`config.mk`:
```
export PLATFORM = sky130hd
export DESIGN_NAME = floor_display_scan_ctrl
export DESIGN_NICKNAME = d
export VERILOG_FILES = /design/src/rtl/floor_display_scan_ctrl.sv
export SDC_FILE = /design/constraint.sdc
export NUM_CORES = 1
export LEC_CHECK = 0
export CAP_MARGIN = 20
export CORE_MARGIN = 4
export CORE_UTILIZATION = 45
export DETAILED_ROUTE_END_ITERATION = 7
export PLACE_DENSITY = 0.7
export SYNTH_ARGS = -nofsm -noshare
export SYNTH_HDL_FRONTEND = slang
export SYNTH_SLANG_ARGS = --single-unit
```
`constraint.sdc`:
```
create_clock -name clk -period 2.8 [get_ports clk]
set_clock_uncertainty 0.15 [all_clocks]
set_input_delay 0.28 -clock clk [delete_from_list [all_inputs] [get_ports clk]]
set_output_delay 0.28 -clock clk [all_outputs]
set_load 0.02 [all_outputs]
```
`src/rtl/floor_display_scan_ctrl.sv`:
```
// floor_display_scan_ctrl: 4-digit floor/direction scan with frame-aligned commit and direction blink
module floor_display_scan_ctrl #(
   parameter int REFRESH_DIV  = 100000,
   parameter int BLINK_FRAMES = 128
) (
   input  logic       clk,
   input  logic       rst_n,
   input  logic       enable,
   input  logic       load,
   input  logic [3:0] floor_in,
   input  logic [1:0] dir_in,
   output logic [3:0] an,
   output logic [4:0] code_out,
   output logic       frame_tick,
   output logic       update_pending
);
   localparam int PW = $clog2(REFRESH_DIV);
   localparam int BW = BLINK_FRAMES > 1 ? $clog2(BLINK_FRAMES) : 1;
   localparam logic [PW-1:0] PMAX = PW'(REFRESH_DIV - 1);
   localparam logic [BW-1:0] BMAX = BW'(BLINK_FRAMES - 1);
   logic [PW-1:0] presc_q, presc_d;
   logic [BW-1:0] blink_q, blink_d;
   logic [1:0] idx_q, idx_d, dir_q, dir_d, pdir_q, pdir_d;
   logic [3:0] floor_q, floor_d, pfloor_q, pfloor_d, an_q, an_d;
   logic [4:0] code_q, code_d, fcode, dcode, code_sel;
   logic hidden_q, hidden_d, pend_q, pend_d, tick_q, tick_d;
   logic dark, term, boundary, commit, restart;
   assign an             = an_q;
   assign code_out       = code_q;
   assign frame_tick     = tick_q;
   assign update_pending = pend_q;
   // Outputs are built from next-state values so a commit shows from the digit 0 slot it opens
   always_comb begin
      dark     = &an_q;
      term     = presc_q == PMAX;
      boundary = enable && !dark && term && idx_q == 2'd3;
      commit   = enable ? boundary && (pend_q || load) : load;
      pfloor_d = load ? floor_in : pfloor_q;
      pdir_d   = load ? dir_in : pdir_q;
      floor_d  = commit ? pfloor_d : floor_q;
      dir_d    = commit ? pdir_d : dir_q;
      pend_d   = !commit && (load || pend_q);
      restart  = commit && dir_d != dir_q;
      presc_d  = (!enable || dark || term) ? '0 : presc_q + 1'b1;
      idx_d    = (!enable || dark) ? 2'd0 : idx_q + {1'b0, term};
      blink_d  = restart ? '0 : !boundary ? blink_q : blink_q == BMAX ? '0 : blink_q + 1'b1;
      hidden_d = !restart && (hidden_q ^ (boundary && blink_q == BMAX));
      fcode    = floor_d == 4'd0 ? 5'd0 : floor_d <= 4'd9 ? {1'b0, floor_d} : 5'd31;
      dcode    = dir_d == 2'b00 ? 5'd10 : (dir_d == 2'b11 || hidden_d) ? 5'd0 :
                 dir_d == 2'b01 ? 5'd11 : 5'd12;
      code_sel = idx_d == 2'd3 ? fcode : idx_d == 2'd0 ? dcode : 5'd0;
      an_d     = enable ? ~(4'b0001 << idx_d) : 4'b1111;
      code_d   = enable ? code_sel : 5'd0;
      tick_d   = boundary;
   end
   always_ff @(posedge clk or negedge rst_n) begin
      if (!rst_n) begin
         presc_q  <= '0;
         blink_q  <= '0;
         idx_q    <= 2'd0;
         dir_q    <= 2'b00;
         pdir_q   <= 2'b00;
         floor_q  <= 4'd0;
         pfloor_q <= 4'd0;
         an_q     <= 4'b1111;
         code_q   <= 5'd0;
         hidden_q <= 1'b0;
         pend_q   <= 1'b0;
         tick_q   <= 1'b0;
      end else begin
         presc_q  <= presc_d;
         blink_q  <= blink_d;
         idx_q    <= idx_d;
         dir_q    <= dir_d;
         pdir_q   <= pdir_d;
         floor_q  <= floor_d;
         pfloor_q <= pfloor_d;
         an_q     <= an_d;
         code_q   <= code_d;
         hidden_q <= hidden_d;
         pend_q   <= pend_d;
         tick_q   <= tick_d;
      end
   end
endmodule

```
# Word-level counts from Yosys, hierarchy flattened
# Index checks and enable logic that the tools add are counted.
totals:
  elab_cells: 66
  input_bits: 10
  ramBits: 0
  output_inout_bits: 11
  ff_bits: 50
  n_memories: 0
  latch_bits: 0
  romBits: 0
op_classes:
  n_reduce_logical: 21
  bitwise: 2
  magnitude_cmp: 1
  muxes: 19
  addsub: 3
  div_mod_pow: 0
  eq_ne: 7
  shifts: 1
  multipliers: 0
op_table:
  columns: ["cell", "n"]
  rows:
  - ["4-bit 2-to-1 mux", 6]
  - ["7-bit 2-to-1 mux", 3]
  - ["5-bit 2-to-1 mux", 4]
  - ["17-bit by 1-bit adder with 17-bit output, second input constant", 1]
  - ["17-bit == test, second input constant", 1]
  - ["17-bit 2-to-1 mux", 1]
  - ["1-bit logical AND", 8]
  - ["7-bit by 1-bit adder with 7-bit output, second input constant", 1]
  - ["7-bit == test, second input constant", 1]
  - ["2-bit == test, second input constant", 3]
  - ["2-bit 2-to-1 mux", 3]
  - ["4-bit less-or-equal comparator, second input constant", 1]
  - ["1-bit logical NOT", 4]
  - ["2-bit logical NOT", 2]
  - ["4-bit logical NOT", 1]
  - ["1-bit logical OR", 4]
  - ["4-bit inverter", 1]
  - ["4-bit AND reduction", 1]
  - ["1-bit by 2-bit left shift with 4-bit output, first input constant", 1]
  - ["3-bit 2-to-1 mux", 1]
  - ["2-bit by 1-bit adder with 2-bit output", 1]
  - ["2-bit by 1-bit == test with 1-bit output, second input constant", 1]
  - ["2-bit inequality test", 1]
  - ["2-bit nonzero test", 1]
  - ["other kinds (2)", 2]

# Logic depth before layout (Yosys ltp)
depth:
  ltp_word: 18
  mapped_depth: 10
  depth_no_buf: 10

# Worst setup path before layout
# Ideal clock, no wire load.
synth_path:
  kind: "register -> register"
  start: "reg presc_q[0]"
  end: "reg code_q[1], in the netlist code_out[1]"
  arrival_time_ns: 2.440
  setup_slack_ns: 0.086
  n_path_buf: 0
  stages_incl_launch_ff: 11
  t_required_ns: 2.526
  synth_period_minus_slack_ns: 2.714
  setup_ns: 0.124
  cell_sequence: "dfrtp_1 -> ha_1 -> and4_1 -> and4_1 -> ha_1 -> xor2_1 -> o211ai_1 -> nor4b_1 -> a211oi_1 -> o32ai_2 -> o31a_1"
synth_between:
  elab_chain_len: 16
  elab_cells_between_ends: 31
  classes_between: "1 x add/sub; 1 x order compare; 5 x eq/ne; 12 x mux; 1 x bitwise; 11 x reduce/logical"
synth_rtl:
  columns: ["element", "line_no", "rtl"]
  rows:
  - ["from (decl)", "21", "logic [PW-1:0] presc_q, presc_d;"]
  - ["from (signal assigned)", "71", "presc_q <= presc_d;"]
  - ["17-bit == test *", "35", "term = presc_q == PMAX;"]
  - ["1-bit logical AND (2 in series)", "36", "boundary = enable && !dark && term && idx_q == 2'd3;"]
  - ["1-bit logical AND", "37", "commit = enable ? boundary && (pend_q || load) : load;"]
  - ["1-bit 2-to-1 mux", "37", null]
  - ["2-bit 2-to-1 mux", "41", "dir_d = commit ? pdir_d : dir_q;"]
  - ["2-bit inequality test", "43", "restart = commit && dir_d != dir_q;"]
  - ["1-bit logical AND", "43", null]
  - ["1-bit logical NOT", "47", "hidden_d = !restart && (hidden_q ^ (boundary && blink_q == BMAX));"]
  - ["1-bit logical AND", "47", null]
  - ["1-bit logical OR", "49", "dcode = dir_d == 2'b00 ? 5'd10 : (dir_d == 2'b11 || hidden_d) ? 5'd0 :"]
  - ["4-bit 2-to-1 mux (2 in series)", "49", null]
  - ["4-bit 2-to-1 mux", "51", "code_sel = idx_d == 2'd3 ? fcode : idx_d == 2'd0 ? dcode : 5'd0;"]
  - ["5-bit 2-to-1 mux *", "51", null]
  - ["5-bit 2-to-1 mux *", "53", "code_d = enable ? code_sel : 5'd0;"]
  - ["via code_d[1]", "25", "logic [4:0] code_q, code_d, fcode, dcode, code_sel;"]
  - ["to (signal assigned)", "79", "code_q <= code_d;"]
  - ["to (decl)", "25", null]
# Mark *: on every way through the listed nets, which the timed path passes. The rest lies on a longest branch.
# A chain may end at the register's enable or synchronous reset.

# Worst setup path in the final report
layout_path:
  start: "reg presc_q[13]"
  end: "reg code_q[2], in the netlist code_out[2]"
layout_between:
  elab_cells_between_ends: 31
  classes_between: "1 x add/sub; 1 x order compare; 5 x eq/ne; 12 x mux; 1 x bitwise; 11 x reduce/logical"
layout_rtl:
  columns: ["element", "line_no", "rtl"]
  rows:
  - ["17-bit == test *", "35", null]
  - ["1-bit logical AND * (2 in series)", "36", null]
  - ["1-bit logical AND *", "37", null]
  - ["1-bit 2-to-1 mux *", "37", null]
  - ["4-bit 2-to-1 mux *", "40", "floor_d = commit ? pfloor_d : floor_q;"]
  - ["via floor_d[2]", "24", "logic [3:0] floor_q, floor_d, pfloor_q, pfloor_d, an_q, an_d;"]
  - ["4-bit less-or-equal comparator", "48", "fcode = floor_d == 4'd0 ? 5'd0 : floor_d <= 4'd9 ? {1'b0, floor_d} : 5'd31;"]
  - ["5-bit 2-to-1 mux", "48", null]
  - ["5-bit 2-to-1 mux *", "48", null]
  - ["5-bit 2-to-1 mux *", "51", null]
  - ["5-bit 2-to-1 mux *", "53", null]
  - ["via code_d[2]", "25", null]
# Marked as above.

==> metrics.md <==
| Metric | Value |
|---|---|
| Worst setup margin | `0.0824 ns` |
| Synthesized area | `2390 um^2` |
| Diodes inserted | `0` |
| Relative slew margins | `55.4%` |
| Most common cell after layout, fill and taps aside | `dfrtp_1` |
| GRT Total Usage | `16.2%` |
| Worst path arrival time | `2.72 ns` |
| Worst-Skew Late Latency | `0.30 ns` |
| R2R Setup Slk | `0.08 ns` |
| WP data required | `2.80 ns` |
| Vias in the first global route | `1,753` |
| Die footprint | `6530 um^2` |
| Pin count of the biggest net entering global routing | `33` |
| Most common flop cell mapped by yosys | `dfrtp_1` |
| YS warnings | `0` |
| Overflow after GRT | `0` |
| Layout cells sized above 1 | `24.5%` |
| Setup WS pre-CTS | `-0.0623 ns` |
| Reg2reg path depth | `7` |
| Pleak | `0.00130 uW` |
| Pwr per Cell Area | `487 nW/um^2` |
| Synth cell types | `41` |
| Number of max-cap violations | `0` |
| Setup_tns | `0 ns` |
| Total Wirelength | `4.78 mm` |
| CP bufs+invs | `1` |
| CTS tree | `built` |
| Detailed placement HPWL | `3.38 mm` |
| Post-synth EDFFs | `0` |
| CP Capture Type | `register` |
| Worst-Margin Slew | `0.667 ns` |
| VDD IR max | `0.216 mV` |
| RSZ-0062 raised after global routing | `true` |
| H-tree Lvls | `2` |
| Std cell rows | `26` |
| Syn Nets | `231` |
| Initial antenna violation count | `0` |
| Avg WL per Cell | `14.1 um` |
| Clock buffer depth | `2` |
| Crit path kind | `reg -> reg` |
| Worst hold slack | `0.282 ns` |
| DRC Markers | `0` |
| DR iter-0 viols | `129` |
| Most frequent cells in the layout | `46 x dfrtp_1, 37 x nor2_1, 26 x buf_4, 19 x clkdlybuf4s50_1` |
| Die height | `80.8 um` |
| Num ports | `21` |
| P&R area growth vs syn | `27.0%` |
| Final Critical Period | `2.72 ns` |
| Die Wd | `80.8 um` |
| Mean post-synth cell area | `11.0 um^2` |
| FF-to-FF Start | `presc_q[13]` |
| Input/output buffers | `20` |
| Final setup viols | `0` |
| Final-report max-slew violation count | `0` |
| First-pass GRT wire length | `8.08 mm` |
| 1st-pass router iterations | `5` |
| GP Congestion | `0.821` |
| Worst min-delay path class | `in -> async` |
| Share of the synthesized area in the top cell type | `48.2%` |
| Crit-path max cell delay | `0.47 ns` |
| Clk sink count | `50` |
| Clk root buf | `clkbuf_8` |
| Synth Instances | `218` |
| Vias per inst | `5.14` |
| Nets | `281` |
| Synth area leader | `dfrtp_1` |
| Clock transition at path regs | `0.09 ns` |
| Main area contributors after synthesis | `dfrtp_1 48%, nor2_1 5.8%, mux2_2 5.2%, xnor2_1 5.1%, dfstp_2 4.4%` |
| Routed via count | `1,742` |
| Critical Path, Cell by Cell | `buf_4 -> nor4b_2 -> nand4_4 -> o31ai_4 -> mux2_2 -> o311ai_0 -> o21ai_0` |
| Asr flop ratio synth | `100%` |
| Critical Path Fanout Max | `4` |
| Status | `complete, no violations` |
| TritonCTS Buffers | `5` |
| Sequential area share after synthesis | `52.6%` |
| Endpoints failing hold | `0` |
| Filler Cell Count | `457` |
| Crit start category | `register` |
| Synth Register Bits | `50` |
| FF-to-FF End | `code_out[2]` |
| Delay-heaviest family, CP | `compound AO/OA/AOI/OAI gates` |
| Final Cycle Share | `97.1%` |
| Critical-path top delay cell | `o311ai_0` |
| Core Box Area | `5140 um^2` |
| Fmax | `368 MHz` |
| Antenna viol nets, final | `0` |
| Initial core utilization | `46.4%` |
per-layer routing:
layer	wire length [um]	global-route usage [%]	vias to the layer above
met3	135	2.99	4
li1	-	-	858
met4	81	6.08	0
met1	2330	21.2	849
met2	2230	26.7	31
met5	0	0	-
logic make-up after synthesis:
| kind of cell | Yosys count | synth area share [%] |
|---|---|---|
| simple gates | 94 | 21.4 |
| flops | 50 | 52.6 |
| xor+xnor | 24 | 8.80 |
| compound gates | 22 | 7.08 |
| mux | 14 | 6.45 |
| buf+inv | 11 | 2.04 |
| fa+ha+maj | 3 | 1.57 |
worst max-delay path by stage:
stage | start | end | cells after the start
global route | presc_q[15] | code_out[1] | 11
finish | presc_q[13] | code_out[2] | 7
detailed placement | presc_q[1] | code_out[3] | 10
CTS | presc_q[0] | code_out[3] | 10
floorplan | presc_q[0] | code_out[1] | 10
global placement | presc_q[1] | code_out[1] | 10
power breakdown:
group / leakage (uW) / switching, uW / total [uW] / internal (uW)
clock: 0.0000504 / 238 / 504 / 266
combinational: 0.000600 / 105 / 200 / 94.8
sequential: 0.000650 / 15.3 / 774 / 758
total: 0.00130 / 358 / 1480 / 1120
stage by stage:
step / area (um^2) / power [uW] / cells / utilization (%)
detailed placement: 2800 / 981 / 324 / 54.4
global placement: 2800 / 977 / 324 / 54.4
global route: 3030 / 1550 / 339 / 59.0
CTS: 2960 / 1490 / 335 / 57.6
finish: 3030 / 1480 / 339 / 59.0
floorplan: 2390 / 894 / 218 / -
Yosys cell counts (all sizes together), types with 2 or more instances:
cell,n
clkbuf,3
and4,2
mux2i,3
o21a,2
o21ai,6
mux2,11
nor2,37
ha,3
nand3,6
nand4,8
o31a,2
xnor2,14
a21oi,4
or2,2
or3,3
nand2,14
and3,8
nor4b,4
dfstp,4
and4b,2
nor2b,4
inv,7
xor2,10
o311ai,2
dfrtp,46
layout make-up:
type                       count  area [um^2]  share of cell area [%]
clock buffer                   5         68.8                    2.27
tap                           70         87.6                    2.89
multi-input combinational    157         1150                    37.8
inverter                       7         26.3                   0.867
timing repair buffer          47          400                    13.2
clock inverter                 3         45.0                    1.49
sequential                    50         1260                    41.4
state kept, by name (all words and copies together), names as in the netlist:
name	cells
dir_q	2
update_pending	1
pdir_q	2
idx_q	2
pfloor_q	4
hidden_q	1
blink_q	7
an	4
presc_q	17
code_out	5
floor_q	4
frame_tick	1
what timing repair did:
| item | 4_1_cts | 5_1_grt |
|---|---|---|
| gates resized for setup | 4 | 8 |
| pin swaps | 2 | 7 |
| hold endpoints to repair | 18 | 0 |
| setup buffers | 2 | 4 |
| setup endpoints to repair | 3 | 4 |
| hold buffers | 1 | 0 |
(Power assumes the default switching activity.)
